<file path="src/rtl/bus_arb_if.sv">
// rtl/bus_arb_if.sv - two requester ports plus one target port for bus_arb
interface bus_arb_if #(
  parameter int ADDR = 32,
  parameter int DATA = 32
);
  logic              in0req;
  logic              in0wr;
  logic [ADDR-1:0]   in0addr;
  logic [DATA-1:0]   in0wdata;
  logic [DATA/8-1:0] in0wstrb;
  logic              in0ack;
  logic [DATA-1:0]   in0rdata;
  logic              in0err;

  logic              in1req;
  logic              in1wr;
  logic [ADDR-1:0]   in1addr;
  logic [DATA-1:0]   in1wdata;
  logic [DATA/8-1:0] in1wstrb;
  logic              in1ack;
  logic [DATA-1:0]   in1rdata;
  logic              in1err;

  logic              outreq;
  logic              outwr;
  logic [ADDR-1:0]   outaddr;
  logic [DATA-1:0]   outwdata;
  logic [DATA/8-1:0] outwstrb;
  logic              outack;
  logic [DATA-1:0]   outrdata;
  logic              outerr;

  // master: the arbiter's view (serves requesters, drives the target)
  modport master (
    input  in0req, in0wr, in0addr, in0wdata, in0wstrb,
    output in0ack, in0rdata, in0err,
    input  in1req, in1wr, in1addr, in1wdata, in1wstrb,
    output in1ack, in1rdata, in1err,
    output outreq, outwr, outaddr, outwdata, outwstrb,
    input  outack, outrdata, outerr
  );

  modport slave (
    output in0req, in0wr, in0addr, in0wdata, in0wstrb,
    input  in0ack, in0rdata, in0err,
    output in1req, in1wr, in1addr, in1wdata, in1wstrb,
    input  in1ack, in1rdata, in1err,
    input  outreq, outwr, outaddr, outwdata, outwstrb,
    output outack, outrdata, outerr
  );
endinterface

</file>
<file path="src/rtl/bus_arb.sv">
// rtl/bus_arb.sv - two-port alternating-priority arbiter onto one request/ack target with watchdog
module bus_arb #(
  parameter int ADDR     = 32,
  parameter int DATA     = 32,
  parameter int TIMEBITS = 16,
  parameter int TIMEOUT  = 65535
) (
  input  logic      clk,
  input  logic      resetn,
  bus_arb_if.master bus
);
  typedef enum logic {IDLE = 1'b0, BUSY = 1'b1} state_t;

  localparam logic [TIMEBITS-1:0] RELOAD = TIMEBITS'(TIMEOUT);
  localparam bit                  WD_EN  = (TIMEOUT != 0);

  state_t              state, state_nxt;
  logic [1:0]          pending, grant_mask;
  logic                gnt, gnt_nxt, last;
  logic                grant, done, wd_fire, err, sel, outreq_q;
  logic [TIMEBITS-1:0] timer;
  logic                wr_m;
  logic [ADDR-1:0]     addr_m;
  logic [DATA-1:0]     wdata_m;
  logic [DATA/8-1:0]   wstrb_m;

  always_ff @(posedge clk or negedge resetn) begin
    if (!resetn) state <= IDLE;
    else         state <= state_nxt;
  end

  always_comb begin
    state_nxt = state;
    case (state)
      IDLE:    if (|pending) state_nxt = BUSY;
      BUSY:    if (done) state_nxt = IDLE;
      default: state_nxt = IDLE;
    endcase
  end

  always_comb begin
    grant      = (state == IDLE) && (|pending);
    // on a tie, the port that did not complete last goes first
    gnt_nxt    = (&pending) ? ~last : pending[1];
    grant_mask = grant ? (gnt_nxt ? 2'b10 : 2'b01) : 2'b00;
    wd_fire    = (state == BUSY) && WD_EN && (timer == '0);
    done       = (state == BUSY) && (bus.outack || wd_fire);
    err        = bus.outack ? bus.outerr : 1'b1;

    bus.in0ack   = done && !gnt;
    bus.in1ack   = done && gnt;
    bus.in0err   = done && !gnt && err;
    bus.in1err   = done && gnt && err;
    bus.in0rdata = bus.outrdata;
    bus.in1rdata = bus.outrdata;

    sel     = (state == BUSY) && gnt;
    wr_m    = sel ? bus.in1wr    : bus.in0wr;
    addr_m  = sel ? bus.in1addr  : bus.in0addr;
    wdata_m = sel ? bus.in1wdata : bus.in0wdata;
    wstrb_m = sel ? bus.in1wstrb : bus.in0wstrb;

    bus.outreq   = outreq_q;
    bus.outwr    = wr_m;
    bus.outaddr  = addr_m;
    bus.outwdata = wdata_m;
    bus.outwstrb = wstrb_m;
  end

  always_ff @(posedge clk or negedge resetn) begin
    if (!resetn) begin
      pending  <= 2'b00;
      gnt      <= 1'b0;
      last     <= 1'b1;
      timer    <= '0;
      outreq_q <= 1'b0;
    end else begin
      pending  <= (pending & ~grant_mask) | {bus.in1req, bus.in0req};
      outreq_q <= grant;
      if (grant) begin
        gnt   <= gnt_nxt;
        timer <= RELOAD;
      end else if ((state == BUSY) && (timer != '0)) begin
        timer <= timer - 1'b1;
      end
      if (done) last <= gnt;
    end
  end
endmodule

</file>
<file path="src/flat_wrapper.sv">
// flat-port wrapper written by rule: the top's interface ports become plain ports
module bus_arb_flat 
#(
  parameter int ADDR     = 32,
  parameter int DATA     = 32,
  parameter int TIMEBITS = 16,
  parameter int TIMEOUT  = 65535
)
  (clk, resetn, bus_in0req, bus_in0wr, bus_in0addr, bus_in0wdata, bus_in0wstrb, bus_in0ack, bus_in0rdata, bus_in0err, bus_in1req, bus_in1wr, bus_in1addr, bus_in1wdata, bus_in1wstrb, bus_in1ack, bus_in1rdata, bus_in1err, bus_outreq, bus_outwr, bus_outaddr, bus_outwdata, bus_outwstrb, bus_outack, bus_outrdata, bus_outerr);
  bus_arb_if #(.ADDR(ADDR), .DATA(DATA)) bus_i ();
  input  logic clk;
  input  logic resetn;
  input wire logic [$bits(bus_i.in0req)-1:0] bus_in0req;
  input wire logic [$bits(bus_i.in0wr)-1:0] bus_in0wr;
  input wire logic [$bits(bus_i.in0addr)-1:0] bus_in0addr;
  input wire logic [$bits(bus_i.in0wdata)-1:0] bus_in0wdata;
  input wire logic [$bits(bus_i.in0wstrb)-1:0] bus_in0wstrb;
  output wire logic [$bits(bus_i.in0ack)-1:0] bus_in0ack;
  output wire logic [$bits(bus_i.in0rdata)-1:0] bus_in0rdata;
  output wire logic [$bits(bus_i.in0err)-1:0] bus_in0err;
  input wire logic [$bits(bus_i.in1req)-1:0] bus_in1req;
  input wire logic [$bits(bus_i.in1wr)-1:0] bus_in1wr;
  input wire logic [$bits(bus_i.in1addr)-1:0] bus_in1addr;
  input wire logic [$bits(bus_i.in1wdata)-1:0] bus_in1wdata;
  input wire logic [$bits(bus_i.in1wstrb)-1:0] bus_in1wstrb;
  output wire logic [$bits(bus_i.in1ack)-1:0] bus_in1ack;
  output wire logic [$bits(bus_i.in1rdata)-1:0] bus_in1rdata;
  output wire logic [$bits(bus_i.in1err)-1:0] bus_in1err;
  output wire logic [$bits(bus_i.outreq)-1:0] bus_outreq;
  output wire logic [$bits(bus_i.outwr)-1:0] bus_outwr;
  output wire logic [$bits(bus_i.outaddr)-1:0] bus_outaddr;
  output wire logic [$bits(bus_i.outwdata)-1:0] bus_outwdata;
  output wire logic [$bits(bus_i.outwstrb)-1:0] bus_outwstrb;
  input wire logic [$bits(bus_i.outack)-1:0] bus_outack;
  input wire logic [$bits(bus_i.outrdata)-1:0] bus_outrdata;
  input wire logic [$bits(bus_i.outerr)-1:0] bus_outerr;
  assign bus_i.in0req = bus_in0req;
  assign bus_i.in0wr = bus_in0wr;
  assign bus_i.in0addr = bus_in0addr;
  assign bus_i.in0wdata = bus_in0wdata;
  assign bus_i.in0wstrb = bus_in0wstrb;
  assign bus_in0ack = bus_i.in0ack;
  assign bus_in0rdata = bus_i.in0rdata;
  assign bus_in0err = bus_i.in0err;
  assign bus_i.in1req = bus_in1req;
  assign bus_i.in1wr = bus_in1wr;
  assign bus_i.in1addr = bus_in1addr;
  assign bus_i.in1wdata = bus_in1wdata;
  assign bus_i.in1wstrb = bus_in1wstrb;
  assign bus_in1ack = bus_i.in1ack;
  assign bus_in1rdata = bus_i.in1rdata;
  assign bus_in1err = bus_i.in1err;
  assign bus_outreq = bus_i.outreq;
  assign bus_outwr = bus_i.outwr;
  assign bus_outaddr = bus_i.outaddr;
  assign bus_outwdata = bus_i.outwdata;
  assign bus_outwstrb = bus_i.outwstrb;
  assign bus_i.outack = bus_outack;
  assign bus_i.outrdata = bus_outrdata;
  assign bus_i.outerr = bus_outerr;
  bus_arb #(.ADDR(ADDR), .DATA(DATA), .TIMEBITS(TIMEBITS), .TIMEOUT(TIMEOUT)) u_core (.clk(clk), .resetn(resetn), .bus(bus_i));
endmodule
</file>
<file path="config.mk">
export PLATFORM = sky130hd
export DESIGN_NAME = bus_arb_flat
export DESIGN_NICKNAME = d
export VERILOG_FILES = /design/src/rtl/bus_arb_if.sv /design/src/rtl/bus_arb.sv /design/src/flat_wrapper.sv
export SDC_FILE = /design/constraint.sdc
export NUM_CORES = 1
export LEC_CHECK = 0
export CORE_AREA = 2 2 122 124
export CTS_BUF_LIST = sky130_fd_sc_hd__clkbuf_4 sky130_fd_sc_hd__clkbuf_8
export DETAILED_ROUTE_END_ITERATION = 12
export DIE_AREA = 0 0 124 126
export HOLD_SLACK_MARGIN = 0.05
export PLACE_DENSITY = 0.6
export SLEW_MARGIN = 30
export SYNTH_ARGS = -nofsm -noshare
export SYNTH_HDL_FRONTEND = slang
export SYNTH_SLANG_ARGS = --single-unit
</file>
<file path="constraint.sdc">
create_clock -name clk -period 3.46 [get_ports clk]
set_input_delay 1.038 -clock clk [delete_from_list [all_inputs] [get_ports clk]]
set_output_delay 1.038 -clock clk [all_outputs]
set_load 0.02 [all_outputs]
</file>
**Word level (Yosys, flattened, before mapping)**

Cells that the tools add are included.

- Add/subtract/negate cells: 1
- Muxes and demuxes: 13
- Bitwise operators: 5
- Reductions and logical operators: 16

Operators with widths:

| kind | count |
|---|---|
| two-way mux 32 bit | 2 |
| two-way mux 16 bit | 2 |
| zero test 16 bit | 1 |
| nonzero test 16 bit | 1 |
| subtractor 16 x 1 -> 16 bit (second input constant) | 1 |
| logical AND 1 bit | 9 |
| two-way mux 1 bit | 5 |
| two-way mux 2 bit | 2 |
| two-way mux 4 bit | 1 |
| bitwise AND 2 bit | 1 |
| NOT 1 bit | 2 |
| NOT 2 bit | 1 |
| bitwise OR 2 bit | 1 |
| one-hot mux 1 bit (2 select lines) | 1 |
| AND reduction 2 bit | 1 |
| nonzero test 2 bit | 1 |
| OR reduction 2 bit | 1 |
| zero test 1 bit | 1 |
| logical OR 1 bit | 1 |

- Register bits: 22
- Bits of input ports: 176
- Output and inout port bits: 138

**Depth between registers and ports, before layout**

Gate-level depths: netlist (run 1).

- Depth in word-level cells: 7
- Depth in mapped cells: 6

**Least setup slack after synthesis (run 1)**

OpenSTA, ideal clock, no wires.

- Path type: register to output
- Start point: reg u_core.timer[0]
- End point: out bus_in0err
- Data arrival time: 2021 ps
- Required time: 2422 ps
- Setup slack: 401 ps
- Cell stages (with the launch flop): 7
- Cell sequence: dfrtp_1 -> inv_1 -> ha_1 -> or4b_2 -> nor4_4 -> mux2i_1 -> nor2_1

- Longest elaborated chain between the ends: 6

Ends and longest elaborated chain:

| item | RTL line | RTL |
|---|---|---|
| start: declaration | bus_arb.sv:21 | `logic [TIMEBITS-1:0] timer;` |
| start signal: assignment | bus_arb.sv:84 | `timer <= timer - 1'b1;` |
| zero test 16 bit | bus_arb.sv:46 | `wd_fire = (state == BUSY) && WD_EN && (timer == '0);` |
| logical AND 1 bit | bus_arb.sv:46 |  |
| logical OR 1 bit | bus_arb.sv:47 | `done = (state == BUSY) && (bus.outack \|\| wd_fire);` |
| logical AND 1 bit | bus_arb.sv:47 |  |
| logical AND 1 bit (2 in series) | bus_arb.sv:52 | `bus.in0err = done && !gnt && err;` |
| end: declaration | flat_wrapper.sv:20 | `output wire logic [$bits(bus_i.in0err)-1:0] bus_in0err;` |

Every way passes these cells.

**Final worst setup path (run 1)**

- Start point: in bus_in0wdata[5]
- End point: out bus_outwdata[5]

- Longest elaborated chain between the ends: 1

Ends and longest elaborated chain:

| item | RTL line | RTL |
|---|---|---|
| start: declaration | flat_wrapper.sv:16 | `input wire logic [$bits(bus_i.in0wdata)-1:0] bus_in0wdata;` |
| two-way mux 32 bit | bus_arb.sv:60 | `wdata_m = sel ? bus.in1wdata : bus.in0wdata;` |
| end: declaration | flat_wrapper.sv:32 | `output wire logic [$bits(bus_i.outwdata)-1:0] bus_outwdata;` |

Every way passes these cells.

==> impl_table.tex, run 1 <==
\begin{tabular}{lr}
\hline
Metric & Value \\
\hline
\multicolumn{2}{l}{\textbf{Outcome}} \\
\quad Status & finished clean \\
\multicolumn{2}{l}{\textbf{GRT}} \\
\quad Initial antenna violation count & 1 \\
\quad Maximum number of pins on one net before global-route repair & 32 \\
\quad Vias in the first global route & roughly 2,700 \\
\quad Global-route wire length before repair & 16.7 mm \\
\quad Aggregate global routing overflow & 0 \\
\quad GRT Overall Usage & 0.147 \\
\multicolumn{2}{l}{\textbf{Synth}} \\
\quad Syn\_nets & approximately 450 \\
\quad Post-synthesis instance area & about 0.0025 sq mm \\
\quad Post-synthesis cell type count & 42 \\
\quad Post-Syn Instances & 269 \\
\quad Most used flip-flop cell after synthesis & sky130\_fd\_sc\_hd\_\_dfrtp\_1 \\
\quad Number of synthesized register bits & 22 \\
\quad Count of flip-flops with a built-in enable after synthesis & 0 \\
\quad Async set-or-reset flop fraction in the synthesized netlist & 1.00 \\
\quad Synth area leader & sky130\_fd\_sc\_hd\_\_mux2\_2 \\
\quad Area share of the largest cell type after synthesis & 0.311 \\
\quad Sequential element share of the synthesized area & 0.221 \\
\quad Number of warnings printed during yosys synthesis & 0 \\
\quad Ranking of synthesized cells by area & sky130\_fd\_sc\_hd\_\_mux2\_2, sky130\_fd\_sc\_hd\_\_dfrtp\_1, sky130\_fd\_sc\_hd\_\_buf\_4 \\
\quad Mean Syn Cell Area & $\sim$9.3 sq um \\
\multicolumn{2}{l}{\textbf{CTS}} \\
\quad Deepest level of the CTS H-tree & 1 \\
\quad Number of hold buffers added after cts & 0 \\
\quad Clock Tree Root & sky130\_fd\_sc\_hd\_\_clkbuf\_8 \\
\quad Number of clock sinks seen by CTS & 22 \\
\quad Maximum clock insertion buffer count & 2 \\
\quad CTS buffer count & 3 \\
\quad Insertion delay of the later-clocked pin in the worst-skew pair & between 200 and 300 ps \\
\quad Clock tree from TritonCTS & done \\
\quad Clock input transition at the sequential cells of the worst setup and hold paths & about 80 ps \\
\multicolumn{2}{l}{\textbf{Pwr}} \\
\quad Power share of the combinational group & 0.785 \\
\quad Fraction of power spent switching nets & 0.414 \\
\quad Net switching power figure & about 1.1 mW \\
\quad Ratio of total power to cell area & between 500 and 600 mW/mm\^{}2 \\
\quad Relative contribution of the clock network to total power & 0.090 \\
\quad Register share of total power & 0.126 \\
\quad Leakage power total & 1.78 nW \\
\quad Peak supply drop & 0.000281 V \\
\quad Internal Dissipation & 1.61 mW \\
\multicolumn{2}{l}{\textbf{Route}} \\
\quad Via density per instance & between 4 and 5 \\
\quad Post-detailed-route count of antenna-violating nets & 0 \\
\quad Routed Wire Length & about 12 mm \\
\quad Detailed router's first-iteration violation count & 94 \\
\quad Post-DR wirelength/cell & around 19 microns \\
\quad Total iterations of the first detailed-routing run & 4 \\
\quad DRC violations left & 0 \\
\quad DR vias & about 2,500 \\
\multicolumn{2}{l}{\textbf{Setup path}} \\
\quad Startpoint class of the critical path & input port \\
\quad Highest cell delay on the worst timing path & 690 ps \\
\quad Setup Crit Path Kind & input port to output pin \\
\quad Crit path max-delay cell type & sky130\_fd\_sc\_hd\_\_clkdlybuf4s50\_1 \\
\quad Critical path data required time & about 2400 ps \\
\quad Critical path endpoint category & output pin \\
\quad Critical Path AT & between 2000 and 2500 ps \\
\quad Dominant cell type by count on the critical path & sky130\_fd\_sc\_hd\_\_clkdlybuf4s50\_1 \\
\quad Largest driver fanout on the critical path & 1 \\
\quad Ordered cell list for the critical path & clkdlybuf4s50\_1 > mux2\_2 > clkdlybuf4s50\_1 \\
\quad Register-to-Register Path Depth & 8 \\
\multicolumn{2}{l}{\textbf{Final layout}} \\
\quad Design Area, Final & between 0.004 and 0.005 sq mm \\
\quad Finished Layout Cells & around 600 \\
\quad Leading cell types in the layout, fill and taps excluded & sky130\_fd\_sc\_hd\_\_clkdlybuf4s50\_1, sky130\_fd\_sc\_hd\_\_mux2\_2, sky130\_fd\_sc\_hd\_\_dfrtp\_1 \\
\quad Share of post-route cells with drive strength above 1 & 0.273 \\
\quad FILL cells & 1,504 \\
\quad Area overhead of the layout relative to synthesis & 89.1\% \\
\quad Nets@finish & 610 \\
\quad Commonest non-fill, non-tap cell in the layout & sky130\_fd\_sc\_hd\_\_clkdlybuf4s50\_1 \\
\multicolumn{2}{l}{\textbf{STA}} \\
\quad Pins Over Slew Limit & 0 \\
\quad Number of hold violations in the final report & 0 \\
\quad Unrepaired setup endpoints after global routing & no \\
\quad Worst Tran Pin Value & 690 ps \\
\quad Period utilisation layout & 0.981 \\
\quad Remaining max-slew budget at the tightest pin & 0.536 \\
\quad Timing-limited maximum frequency & slightly below 0.3 GHz \\
\quad Final critical delay including setup and external delays & between 3000 and 4000 ps \\
\quad Worst Hold Margin & roughly 500 ps \\
\quad Setup clock skew after layout & 2.65 ps \\
\quad Final number of setup-violating endpoints & 0 \\
\quad PnR worst setup slack & between 60 and 70 ps \\
\multicolumn{2}{l}{\textbf{Placement}} \\
\quad Number of placed cells counting well taps & between 600 and 700 \\
\quad Detailed placement HPWL & around 11 mm \\
\quad Worst slack, placed & -98.6 ps \\
\quad I/O Buffers & 217 \\
\quad Routability congestion estimate & just over 0.8 \\
\quad Total placed instance area & $\sim$0.0047 sq mm \\
\multicolumn{2}{l}{\textbf{Floorplanning}} \\
\quad Core area & 0.0143 sq mm \\
\quad Floorplan die area & approximately 0.016 sq mm \\
\quad I/O pin count & roughly 310 \\
\quad Starting Density & 0.175 \\
\quad Height of the die & 126 microns \\
\quad Number of placement rows & 44 \\
\quad Die span in x & $\sim$120 microns \\
\multicolumn{2}{l}{\textbf{Run}} \\
\quad Count of maximum capacitance violations & 0 \\
\multicolumn{2}{l}{\textbf{Worst hold path}} \\
\quad Count of cells along the worst hold path & 1 \\
\quad Min-Delay Path Class & flip-flop to flip-flop \\
\hline
\end{tabular}
[cell type report]
cell class | count | area [sq um] | share of cell area
multi-input combinational | 166 | 1420 | 0.300
tap | 184 | 230 | 0.0487
antenna | 1 | 2.50 | 0.000530
clock inverter | 1 | 30.0 | 0.00636
clock buffer | 3 | 41.3 | 0.00874
sequential | 22 | 552 | 0.117
timing repair buffer | 233 | 2420 | 0.513
inverter | 7 | 26.3 | 0.00556
[layer usage]
metal | vias to the layer above | global-route usage | wire, microns
li1 | 1229 | - | -
met1 | 1127 | 0.182 | 4840
met2 | 162 | 0.226 | 5220
met3 | 12 | 0.0947 | 1760
met4 | 2 | 0.00727 | 66
met5 | - | 0 | 13
[per-stage QoR]
| step | util | setup TNS, ps | total power, mW |
|---|---|---|---|
| 4_1_cts | 0.330 | 0 | 2.80 |
| 6_report | 0.330 | 0 | 2.74 |
| 3_5_place_dp | 0.325 | -222 | 2.55 |
| 5_1_grt | 0.330 | 0 | 2.91 |
| 2_1_floorplan | - | 0 | 1.49 |
| 3_3_place_gp | 0.325 | -237 | 2.54 |
[timing repair]
item | 4_1_cts | 5_1_grt
gates resized for setup | 7 | 8
buffers inserted | 0 | 1
setup endpoints to repair | 4 | 4
pin swaps | 0 | 1
[power by group through the flow]
stage,Combinational [mW],Sequential [mW],Clock [mW]
6_report,2.15,0.344,0.246
5_1_grt,2.29,0.353,0.261
4_1_cts,2.21,0.344,0.253
3_5_place_dp,2.20,0.349,0
3_3_place_gp,2.20,0.348,0
2_1_floorplan,1.14,0.349,0
[worst max-delay path, delay by kind of cell]
family | cells | cell delay [ps]
buffers and inverters | 2 | 1160
multiplexers | 1 | 150
[final timing paths]
kind,from,endpoint,slack [ps]
worst max-delay path,bus_in0wdata[5],bus_outwdata[5],60
worst min register to register,u_core.last$_DFFE_PN1P_,u_core.last$_DFFE_PN1P_,500
worst min-delay path,u_core.last$_DFFE_PN1P_,u_core.last$_DFFE_PN1P_,500
max in group asynchronous,resetn,u_core.last$_DFFE_PN1P_,2060
worst max register to register,u_core.timer[1]$_DFFE_PN0P_,u_core.timer[5]$_DFFE_PN0P_,1320
min in group asynchronous,resetn,u_core.timer[7]$_DFFE_PN0P_,1120
[synthesized netlist by cell type, types with 3 or more instances]
library cell               instances
sky130_fd_sc_hd__mux2_2           69
sky130_fd_sc_hd__buf_4            64
sky130_fd_sc_hd__dfrtp_1          21
sky130_fd_sc_hd__nor2_1           18
sky130_fd_sc_hd__o21ai_0          11
sky130_fd_sc_hd__clkbuf_1         10
sky130_fd_sc_hd__mux2i_1           9
sky130_fd_sc_hd__inv_1             6
sky130_fd_sc_hd__nand2_1           6
sky130_fd_sc_hd__nand3_1           6
sky130_fd_sc_hd__nor4_1            5
sky130_fd_sc_hd__a21oi_1           3
sky130_fd_sc_hd__a31oi_1           3
sky130_fd_sc_hd__and3_1            3
[sequential cells by signal, summed over array words and instances (netlist names)]
register           count
u_core.timer          16
u_core.pending         2
u_core.bus.outreq      1
u_core.gnt             1
u_core.last            1
u_core.state           1
[kinds of logic after synthesis]
kind of cell	after synthesis	share of synthesized area
adder cells (fa/ha/maj)	1	0.00501
AND/OR/NAND/NOR	60	0.141
buffers and inverters	81	0.218
AO/OA/AOI/OAI	27	0.0681
multiplexers	78	0.347
flip-flops	22	0.221
(Power assumes the default switching activity.)
==> run 2: changes to the inputs <==
--- a/config.mk
+++ b/config.mk
@@ -9,9 +9,10 @@
 export CTS_BUF_LIST = sky130_fd_sc_hd__clkbuf_4 sky130_fd_sc_hd__clkbuf_8
 export DETAILED_ROUTE_END_ITERATION = 12
 export DIE_AREA = 0 0 124 126
+export GPL_TIMING_DRIVEN = 0
 export HOLD_SLACK_MARGIN = 0.05
 export PLACE_DENSITY = 0.6
-export SLEW_MARGIN = 30
+export SLEW_MARGIN = 5
 export SYNTH_ARGS = -nofsm -noshare
 export SYNTH_HDL_FRONTEND = slang
 export SYNTH_SLANG_ARGS = --single-unit
==> run 2 against run 1 <==
  * Register-to-register slack barely moved
  * Via count grew 20%
  * First-iteration DRC count down 27%
  * Core utilization is 6.6 points higher
  * Highest routed layer is now met4
  * Largest power group unchanged
  * Critical path type unchanged
  * Design area up 20%
  * Combinational power hardly changed
==> impl_table.tex, run 2 (synthesis results as in run 1) <==
\begin{tabular}{lr}
\hline
Metric & Value \\
\hline
\multicolumn{2}{l}{\textbf{Outcome}} \\
\quad Status & finished clean (unchanged) \\
\multicolumn{2}{l}{\textbf{Pwr}} \\
\quad Ratio of total power to cell area & 490 mW/mm\^{}2 (was 580 mW/mm\^{}2) \\
\quad Register share of total power & 0.131 (was 0.126) \\
\quad Leakage power total & 2.26 nW (was 1.78 nW) \\
\quad Internal Dissipation & 1.56 mW (was 1.61 mW) \\
\quad Peak supply drop & 0.000185 V (was 0.000281 V) \\
\quad Relative contribution of the clock network to total power & 0.087 (was 0.090) \\
\quad Net switching power figure & 1.21 mW (was 1.13 mW) \\
\quad Fraction of power spent switching nets & 0.436 (was 0.414) \\
\quad Total power consumption of the routed design & 2.77 mW (was 2.74 mW) \\
\quad Power share of the combinational group & 0.782 (was 0.785) \\
\multicolumn{2}{l}{\textbf{Setup path}} \\
\quad Ordered cell list for the critical path & clkdlybuf4s50\_1 > mux2\_2 > clkdlybuf4s50\_1 (unchanged) \\
\quad Delay-heaviest family, CP & buffers and inverters (unchanged) \\
\quad Critical path endpoint category & output pin (unchanged) \\
\quad Largest driver fanout on the critical path & 1 (unchanged) \\
\quad Highest cell delay on the worst timing path & 710 ps (was 690 ps) \\
\quad Dominant cell type by count on the critical path & sky130\_fd\_sc\_hd\_\_clkdlybuf4s50\_1 (unchanged) \\
\quad Startpoint class of the critical path & input port (unchanged) \\
\quad Crit path max-delay cell type & sky130\_fd\_sc\_hd\_\_clkdlybuf4s50\_1 (unchanged) \\
\quad Setup Crit Path Kind & input port to output pin (unchanged) \\
\quad Critical path data required time & 2420 ps (about the same) \\
\quad Critical Path AT & 2350 ps (was 2360 ps) \\
\quad Count of buffering cells on the critical path with inverters included & 2 (unchanged) \\
\multicolumn{2}{l}{\textbf{STA}} \\
\quad Worst Tran Pin Value & 999 ps (was 690 ps) \\
\quad Pins Over Slew Limit & 0 (unchanged) \\
\quad Worst Hold Margin & 499 ps (was 496 ps) \\
\quad Period utilisation layout & 0.978 (was 0.981) \\
\quad Final number of setup-violating endpoints & 0 (unchanged) \\
\quad Timing-limited maximum frequency & 0.295 GHz (about the same) \\
\quad Unrepaired setup endpoints after global routing & no (unchanged) \\
\quad Number of hold violations in the final report & 0 (unchanged) \\
\quad Remaining max-slew budget at the tightest pin & 0.332 (was 0.536) \\
\quad Final critical delay including setup and external delays & 3380 ps (was 3400 ps) \\
\quad Setup clock skew after layout & 2.18 ps (was 2.65 ps) \\
\multicolumn{2}{l}{\textbf{CTS}} \\
\quad Deepest level of the CTS H-tree & 1 (unchanged) \\
\quad Clock input transition at the sequential cells of the worst setup and hold paths & 80 ps (about the same) \\
\quad Maximum clock insertion buffer count & 2 (unchanged) \\
\quad Clock Tree Root & sky130\_fd\_sc\_hd\_\_clkbuf\_8 (unchanged) \\
\quad Insertion delay of the later-clocked pin in the worst-skew pair & 260 ps (was 270 ps) \\
\quad CTS buffer count & 3 (unchanged) \\
\quad Number of clock sinks seen by CTS & 22 (unchanged) \\
\quad Clock tree from TritonCTS & done (unchanged) \\
\multicolumn{2}{l}{\textbf{Final layout}} \\
\quad Area overhead of the layout relative to synthesis & 127\% (was 89.1\%) \\
\quad Biggest regs & u\_core.timer (16), u\_core.pending (2) (unchanged) \\
\quad Commonest non-fill, non-tap cell in the layout & sky130\_fd\_sc\_hd\_\_clkdlybuf4s50\_1 (unchanged) \\
\quad Flip-flop count of the largest register, all copies and words added & 16 (unchanged) \\
\quad FILL cells & 1,463 (was 1,504) \\
\quad Share of post-route cells with drive strength above 1 & 0.291 (was 0.273) \\
\quad Biggest register & u\_core.timer (unchanged) \\
\quad Nets@finish & 734 (was 610) \\
\quad Antenna diode count & 0 (was 1) \\
\quad Final cell utilization of the core & 0.396 (was 0.330) \\
\quad Leading cell types in the layout, fill and taps excluded & sky130\_fd\_sc\_hd\_\_clkdlybuf4s50\_1, sky130\_fd\_sc\_hd\_\_mux2\_2, sky130\_fd\_sc\_hd\_\_buf\_4 (was sky130\_fd\_sc\_hd\_\_clkdlybuf4s50\_1, sky130\_fd\_sc\_hd\_\_mux2\_2, sky130\_fd\_sc\_hd\_\_dfrtp\_1) \\
\quad Design Area, Final & 0.00567 sq mm (was 0.00472 sq mm) \\
\multicolumn{2}{l}{\textbf{GRT}} \\
\quad Initial antenna violation count & 0 (was 1) \\
\quad Vias in the first global route & 3,243 (was 2,690) \\
\quad Aggregate global routing overflow & 0 (unchanged) \\
\quad GRT Overall Usage & 0.167 (was 0.147) \\
\quad Global-route wire length before repair & 19.4 mm (was 16.7 mm) \\
\quad Maximum number of pins on one net before global-route repair & 23 (was 32) \\
\multicolumn{2}{l}{\textbf{Route}} \\
\quad Post-detailed-route count of antenna-violating nets & 0 (unchanged) \\
\quad Routed Wire Length & 13.7 mm (was 11.9 mm) \\
\quad Post-DR wirelength/cell & 18.6 microns (was 19.3 microns) \\
\quad DRC violations left & 0 (unchanged) \\
\quad DR vias & 3,032 (was 2,532) \\
\quad Detailed router's first-iteration violation count & 69 (was 94) \\
\quad Via density per instance & 4.10 (about the same) \\
\quad Total iterations of the first detailed-routing run & 4 (unchanged) \\
\multicolumn{2}{l}{\textbf{Placement}} \\
\quad I/O Buffers & 281 (was 217) \\
\quad Routability congestion estimate & 0.836 (was 0.805) \\
\quad Total placed instance area & 0.00554 sq mm (was 0.00466 sq mm) \\
\quad Detailed placement HPWL & 12.4 mm (was 10.6 mm) \\
\multicolumn{2}{l}{\textbf{Floorplanning}} \\
\quad Number of placement rows & 44 (unchanged) \\
\quad I/O pin count & 314 (unchanged) \\
\quad Die span in x & 124 microns (unchanged) \\
\quad Height of the die & 126 microns (unchanged) \\
\quad Floorplan die area & 0.0156 sq mm (unchanged) \\
\quad Starting Density & 0.175 (unchanged) \\
\quad Core area & 0.0143 sq mm (unchanged) \\
\multicolumn{2}{l}{\textbf{Run}} \\
\quad Count of maximum capacitance violations & 0 (unchanged) \\
\multicolumn{2}{l}{\textbf{Worst hold path}} \\
\quad Min-Delay Path Class & flip-flop to flip-flop (unchanged) \\
\hline
\end{tabular}
[run 2: per-stage QoR]
stage	TNS (ps)	instances	setup slack, ps
3_5_place_dp	-2260	734	-389
6_report	0	740	75.8
3_3_place_gp	-1850	734	-347
4_1_cts	0	740	0.0804
2_1_floorplan	0	269	401
5_1_grt	0	740	47.7
[run 2: final timing paths]
check / startpoint / endpoint / slack [ps] / depth (start not counted)
max: bus_in1wstrb[0] / bus_outwstrb[0] / 80 / 3
min: u_core.last$_DFFE_PN1P_ / u_core.last$_DFFE_PN1P_ / 500 / 1
max reg2reg: u_core.timer[11]$_DFFE_PN0P_ / u_core.timer[0]$_DFFE_PN0P_ / 1330 / 6
min reg2reg: u_core.last$_DFFE_PN1P_ / u_core.last$_DFFE_PN1P_ / 500 / 1
max in group asynchronous: resetn / u_core.timer[6]$_DFFE_PN0P_ / 1540 / 1
min in group asynchronous: resetn / u_core.timer[9]$_DFFE_PN0P_ / 1320 / 1
[run 2: repair_timing]
action,in CTS,in global routing
setup endpoints to repair,71,27
buffers inserted,3,0
hold buffers,0,0
resized for setup,30,8
endpoints found under the hold margin,0,0
pin swaps,1,1
[run 2: routing by layer]
layer  track usage  wire length, microns  vias up
met5             0                     0        -
met4        0.0106                    77        0
met3        0.0820                  1650        8
met2         0.282                  6610      157
met1         0.200                  5400     1393
li1              -                     -     1474
[run 2: power groups by stage]
stage | registers, mW | clock network (mW) | logic [mW]
after floorplan | 0.349 | 0 | 1.14
after global routing | 0.373 | 0.255 | 2.29
final | 0.363 | 0.242 | 2.17
after detailed placement | 0.353 | 0 | 2.18
after global placement | 0.352 | 0 | 2.17
after CTS | 0.357 | 0.249 | 2.19
[run 2: area by class of cell]
class / instances / area [sq um] / area share
buffer: 73 / 523 / 0.0923
clock buffer: 3 / 41.3 / 0.00729
clock inverter: 1 / 30.0 / 0.00530
inverter: 7 / 26.3 / 0.00464
multi-input combinational: 166 / 1430 / 0.252
sequential: 22 / 552 / 0.0974
tap: 184 / 230 / 0.0406
timing repair buffer: 284 / 2840 / 0.501
[run 2: worst reg2reg max path, cell delays in order, from the launching register on]
cell and delay, ps:
sky130_fd_sc_hd__dfrtp_1 470, sky130_fd_sc_hd__or4_4 580, sky130_fd_sc_hd__nor4_4 370, sky130_fd_sc_hd__buf_4 170
sky130_fd_sc_hd__buf_4 140, sky130_fd_sc_hd__or2b_2 140, sky130_fd_sc_hd__mux2i_1 180
